$ cat src/rtl/time_display_scan.sv
// time_display_scan: six-digit multiplexed seven-segment driver for the clock.
// Splits a coherent per-frame snapshot of hour/min/sec into BCD digits, lights
// one digit per slot after a single blank cycle, and blinks the field being edited.
module time_display_scan #(
    parameter int SCAN_DIV  = 1000,
    parameter int BLINK_DIV = 500000
) (
    input  logic       CLK,
    input  logic       RST,
    input  logic [4:0] TIME_HOUR,
    input  logic [5:0] TIME_MIN,
    input  logic [5:0] TIME_SEC,
    input  logic [1:0] SET_FIELD,
    output logic [5:0] SEG_COM,
    output logic [7:0] SEG_DATA
);

    localparam int SW = (SCAN_DIV > 2) ? $clog2(SCAN_DIV) : 1;
    localparam int BW = (BLINK_DIV > 2) ? $clog2(BLINK_DIV) : 1;
    localparam logic [SW-1:0] SCAN_TC  = SW'(SCAN_DIV - 1);
    localparam logic [BW-1:0] BLINK_TC = BW'(BLINK_DIV - 1);

    logic [SW-1:0] scan_cnt_q, scan_cnt_d;
    logic [2:0]    digit_idx_q, digit_idx_d;
    logic          load_q, load_d;
    logic [4:0]    snap_hour_q, snap_hour_d;
    logic [5:0]    snap_min_q, snap_min_d;
    logic [5:0]    snap_sec_q, snap_sec_d;
    logic [BW-1:0] blink_cnt_q, blink_cnt_d;
    logic          blink_phase_q, blink_phase_d;
    logic [1:0]    set_field_q, set_field_d;
    logic [5:0]    seg_com_q, seg_com_d;
    logic [7:0]    seg_data_q, seg_data_d;

    logic          tick;
    logic          field_change;
    logic          blink_now;
    logic [5:0]    field_val;
    logic          field_ok;
    logic [1:0]    field_id;
    logic [5:0]    bcd_rem;
    logic [3:0]    bcd_tens;
    logic [5:0]    digit_val;
    logic [6:0]    seg_code;
    logic          dp;
    logic          blank;
    logic [7:0]    lit_data;

    assign tick = (scan_cnt_q == SCAN_TC);

    // Slot timer, digit index and frame snapshot taken when the index wraps to 0
    always_comb begin
        scan_cnt_d  = tick ? '0 : scan_cnt_q + 1'b1;
        digit_idx_d = digit_idx_q;
        load_d      = tick;
        snap_hour_d = snap_hour_q;
        snap_min_d  = snap_min_q;
        snap_sec_d  = snap_sec_q;
        if (tick) begin
            if (digit_idx_q == 3'd5) begin
                digit_idx_d = 3'd0;
                snap_hour_d = TIME_HOUR;
                snap_min_d  = TIME_MIN;
                snap_sec_d  = TIME_SEC;
            end else begin
                digit_idx_d = digit_idx_q + 3'd1;
            end
        end
    end

    // Blink timer; a change of edited field restarts it in the visible phase
    always_comb begin
        field_change  = (set_field_q != SET_FIELD);
        set_field_d   = SET_FIELD;
        blink_cnt_d   = blink_cnt_q + 1'b1;
        blink_phase_d = blink_phase_q;
        if (field_change) begin
            blink_cnt_d   = '0;
            blink_phase_d = 1'b0;
        end else if (blink_cnt_q == BLINK_TC) begin
            blink_cnt_d   = '0;
            blink_phase_d = ~blink_phase_q;
        end
        // A load in the same clock as a field change must already see the field lit
        blink_now = field_change ? 1'b0 : blink_phase_q;
    end

    // Field select for the current digit and binary-to-BCD by repeated subtraction
    always_comb begin
        field_val = {1'b0, snap_hour_q};
        field_ok  = (snap_hour_q <= 5'd23);
        field_id  = 2'd1;
        case (digit_idx_q)
            3'd0, 3'd1: begin
                field_val = snap_sec_q;
                field_ok  = (snap_sec_q <= 6'd59);
                field_id  = 2'd3;
            end
            3'd2, 3'd3: begin
                field_val = snap_min_q;
                field_ok  = (snap_min_q <= 6'd59);
                field_id  = 2'd2;
            end
            default: ;
        endcase
        bcd_rem  = field_val;
        bcd_tens = 4'd0;
        for (int i = 0; i < 6; i++) begin
            if (bcd_rem >= 6'd10) begin
                bcd_rem  = bcd_rem - 6'd10;
                bcd_tens = bcd_tens + 4'd1;
            end
        end
        digit_val = digit_idx_q[0] ? {2'b00, bcd_tens} : bcd_rem;
    end

    // Segment encoding, separator dots and blink blanking for the digit to load
    always_comb begin
        case (digit_val)
            6'd0:    seg_code = 7'h3F;
            6'd1:    seg_code = 7'h06;
            6'd2:    seg_code = 7'h5B;
            6'd3:    seg_code = 7'h4F;
            6'd4:    seg_code = 7'h66;
            6'd5:    seg_code = 7'h6D;
            6'd6:    seg_code = 7'h7D;
            6'd7:    seg_code = 7'h07;
            6'd8:    seg_code = 7'h7F;
            6'd9:    seg_code = 7'h6F;
            default: seg_code = 7'h00;
        endcase
        dp       = (digit_idx_q == 3'd2) || (digit_idx_q == 3'd4);
        blank    = blink_now && (SET_FIELD == field_id);
        lit_data = {dp, blank ? 7'h00 : (field_ok ? seg_code : 7'h40)};
    end

    // Output registers: blank on the tick, load the new digit one clock later
    always_comb begin
        seg_com_d  = seg_com_q;
        seg_data_d = seg_data_q;
        if (tick) begin
            seg_com_d  = 6'h3F;
            seg_data_d = 8'h00;
        end else if (load_q) begin
            seg_com_d  = ~(6'd1 << digit_idx_q);
            seg_data_d = lit_data;
        end
    end

    // State registers
    always_ff @(posedge CLK or posedge RST) begin
        if (RST) begin
            scan_cnt_q    <= '0;
            digit_idx_q   <= 3'd5;
            load_q        <= 1'b0;
            snap_hour_q   <= '0;
            snap_min_q    <= '0;
            snap_sec_q    <= '0;
            blink_cnt_q   <= '0;
            blink_phase_q <= 1'b0;
            set_field_q   <= 2'd0;
            seg_com_q     <= 6'h3F;
            seg_data_q    <= 8'h00;
        end else begin
            scan_cnt_q    <= scan_cnt_d;
            digit_idx_q   <= digit_idx_d;
            load_q        <= load_d;
            snap_hour_q   <= snap_hour_d;
            snap_min_q    <= snap_min_d;
            snap_sec_q    <= snap_sec_d;
            blink_cnt_q   <= blink_cnt_d;
            blink_phase_q <= blink_phase_d;
            set_field_q   <= set_field_d;
            seg_com_q     <= seg_com_d;
            seg_data_q    <= seg_data_d;
        end
    end

    assign SEG_COM  = seg_com_q;
    assign SEG_DATA = seg_data_q;

endmodule

$ cat config.mk
export PLATFORM = sky130hd
export DESIGN_NAME = time_display_scan
export DESIGN_NICKNAME = d
export VERILOG_FILES = /design/src/rtl/time_display_scan.sv
export SDC_FILE = /design/constraint.sdc
export NUM_CORES = 1
export LEC_CHECK = 0
export ABC_AREA = 1
export CELL_PAD_IN_SITES_DETAIL_PLACEMENT = 1
export CELL_PAD_IN_SITES_GLOBAL_PLACEMENT = 2
export CORE_ASPECT_RATIO = 1.25
export CORE_MARGIN = 2
export CORE_UTILIZATION = 38
export DETAILED_ROUTE_END_ITERATION = 12
export PLACE_DENSITY_LB_ADDON = 0.1
export SLEW_MARGIN = 40
export SYNTH_ARGS = -nofsm -noshare
export SYNTH_HDL_FRONTEND = slang
export SYNTH_SLANG_ARGS = --single-unit
$ cat constraint.sdc
create_clock -name CLK -period 15.9 [get_ports CLK]
set_clock_uncertainty 0.15 [all_clocks]
set_input_delay 3.18 -clock CLK [delete_from_list [all_inputs] [get_ports CLK]]
set_output_delay 3.18 -clock CLK [all_outputs]
set_load 0.02 [all_outputs]
==> metrics.txt <==
hold buffer count at cts 0; CP Data Required Time approximately 16 ns; Seq/Total Area, Yosys ~35%; port bufs 34; pre-CTS WS 9.044 ns; antenna violations before repair 0; commonest non-fill, non-tap cells in the layout nand2_1, inv_1, dfrtp_1; CTS Buf Count 9; slowest CP cell dfstp_2; # setup viols final 0; clock slew at reported path FFs 0.06 ns; fin crit period roughly 7 ns; antenna cells 0; grt ovf 0; Synth top area share 30.23%; first-pass GRT wire length between 20000 and 25000 um; Routed WL per cell around 15 um; area grow syn2layout 17.24%; CP dominant cell by count nand2_1; worst hold slack 0.3163 ns; Cell Area, Synth around 4900 um^2; most common cell after layout, fill and taps aside nand2_1; Fmax achieved roughly 140 MHz; arrival time at the worst endpoint between 7 and 8 ns; DRC 0; vias in the first global route 4602; Tcrit/Tclk final between 40% and 50%; Max-slew headroom between 50% and 60%; asr flop ratio synth 100.0%; largest family of logic cells by synthesized area simple AND/OR/NAND/NOR gates; synth unique cells 52; Boundary Pins 35; CP Capture Type register; hold crit path type register to register; Max Cap Viol 0; cell area power density 143.6 nW/um^2; drt initial violations between 100 and 150; RSZ-0062 raised after global routing no; PostCTS Resize Cnt 0; Detail Placement HPWL between 10000 and 15000 um; status finished clean; CTS Buffer Depth 2; Die Y between 100 and 150 um; GPL Wtd Cong ~0.82; Ys Warns 0; Synth area leaders dfrtp_1, nand2_1, inv_1, ha_1, nand3_1; die area 13780 um^2; share of cells above drive strength 1 between 20 and 25%; Core Area approximately 13000 um^2; worst skew pair latency about 0.34 ns; router iterations before antenna repair 4; # H-tree levels 3; Antenna Nets Post-Route 0; Slew @ Worst Pin around 0.72 ns; Yosys top cell by area dfrtp_1; crit-path max FO 11; CP max stage delay between 0.6 and 0.7 ns; Routed Wire Length roughly 13000 um; Synth Instances roughly 630; adder-cell area share of the yosys netlist ~4.9%; CTS tree done; Pleak 2.667 nW; ys flop type dfrtp_1; Final Max Tran Viols 0; GRT Total Usage approximately 20%; largest net degree at the start of global routing between 60 and 70; fin nets between 700 and 800; Final Hold Fails 0; vias per cell approximately 5; CP Class register to register; mux cell area share after synthesis under 10%; simple-gate share of the synthesized area 36.09%; Avg Cell Area, Syn ~8 um^2; Clock Tree Root clkbuf_16; worst setup margin between 8 and 9 ns; Die Wd 105.4 um; xor/xnor share of the synthesized area 1.614%; number of synthesized flops with an enable pin 0; Std-Cell Rows between 40 and 50; crit path launch type register; Via Count 4204; maximum vdd drop 0.00006706 V; Fill cells 1554; setup bufs post-CTS 0; post-synthesis compound-gate area fraction a little over a tenth; flops & latches, synth 67; initial core utilization 38.75%; Synth Net Count roughly 670; Setup TNS Final 0 ns; # clock sinks 67
==> per-layer routing <==
| layer | wire length [um] | vias to the layer above | global-route usage, % |
|---|---|---|---|
| li1 | - | 2100 | - |
| met1 | 5295 | 2054 | 21.53 |
| met2 | 7200 | 34 | 39.35 |
| met3 | 241 | 16 | 3.323 |
| met4 | 229 | 0 | 6.824 |
| met5 | 0 | - | 0 |
==> synth_stat cells, types with 2 or more instances <==
| cell | instances |
|---|---|
| nand2_8 | 2 |
| o21ai_0 | 16 |
| a21oi_2 | 2 |
| inv_2 | 11 |
| a21oi_4 | 5 |
| mux2_2 | 17 |
| nand4_1 | 16 |
| nand3_2 | 12 |
| nor3_1 | 8 |
| clkinv_1 | 2 |
| nand3_4 | 3 |
| a21oi_1 | 25 |
| or2_1 | 3 |
| dfrtp_1 | 59 |
| a31oi_1 | 3 |
| nand3_1 | 45 |
| o21ai_2 | 4 |
| nand2_4 | 12 |
| xor2_1 | 8 |
| inv_1 | 85 |
| nor2_4 | 3 |
| or2_2 | 4 |
| nor2_1 | 42 |
| o21ai_1 | 5 |
| and3_1 | 2 |
| nand2_1 | 154 |
| buf_6 | 2 |
| dfstp_2 | 8 |
| nand2_2 | 26 |
| clkbuf_1 | 3 |
| nor2_2 | 2 |
| ha_1 | 19 |
==> final cells by class <==
cell class | count | area (um^2) | share of cell area [%]
Tap cell | 168 | 210.2 | 3.671
Clock buffer | 10 | 239.0 | 4.173
Clock inverter | 6 | 72.57 | 1.267
Multi-Input combinational cell | 456 | 2788 | 48.68
Sequential cell | 67 | 1687 | 29.45
Inverter | 100 | 379.1 | 6.620
Timing Repair Buffer | 35 | 351.6 | 6.139
==> where the power goes <==
part | internal, mW | switching [mW]
combinational | 0.148 | 0.290
sequential | 0.173 | 0.00247
clock | 0.127 | 0.0822
==> through the flow <==
step	util [%]	cells	power, mW	cell area [um^2]
after floorplan	-	628	0.5365	4885
after global placement	42.91	826	0.6045	5409
after detailed placement	42.94	826	0.6181	5413
after CTS	45.41	842	0.8368	5724
after global routing	45.43	842	0.9007	5727
final	45.43	842	0.8225	5727
==> cell families after synthesis <==
kind of cell / count (synthesis)
and+or+nand+nor: 339
DFF: 67
muxes: 17
AOI/OAI and AO/OA: 72
buffers and inverters: 105
adders and majority gates: 19
xor gates and xnor gates: 9
==> worst paths after layout <==
kind / depth (start not counted) / startpoint / slack, ns / endpoint
max: 47 / digit_idx_q[0] / 8.99 / SEG_DATA[3]
min: 1 / blink_cnt_q[0] / 0.32 / blink_cnt_q[0]
max reg2reg: 47 / digit_idx_q[0] / 8.99 / SEG_DATA[3]
min reg2reg: 1 / blink_cnt_q[0] / 0.32 / blink_cnt_q[0]
max in group asynchronous: 3 / RST / 11.98 / blink_cnt_q[14]
min in group asynchronous: 3 / RST / 3.17 / scan_cnt_q[0]
==> critical path: cells and delay by family (launching register included) <==
| kind | cells | cell delay (ns) |
|---|---|---|
| simple gates | 31 | 3.33 |
| xor+xnor | 1 | 0.25 |
| flops | 1 | 0.66 |
| buf+inv | 7 | 0.57 |
| fa+ha+maj | 6 | 1.41 |
| compound gates | 2 | 0.46 |
==> state kept, by name (all words and copies together) (netlist names) <==
signal         flops
SEG_COM            6
SEG_DATA           8
snap_hour_q        5
snap_min_q         6
load_q             1
blink_cnt_q       19
digit_idx_q        3
set_field_q        2
snap_sec_q         6
scan_cnt_q        10
blink_phase_q      1
(Power assumes the default switching activity.)
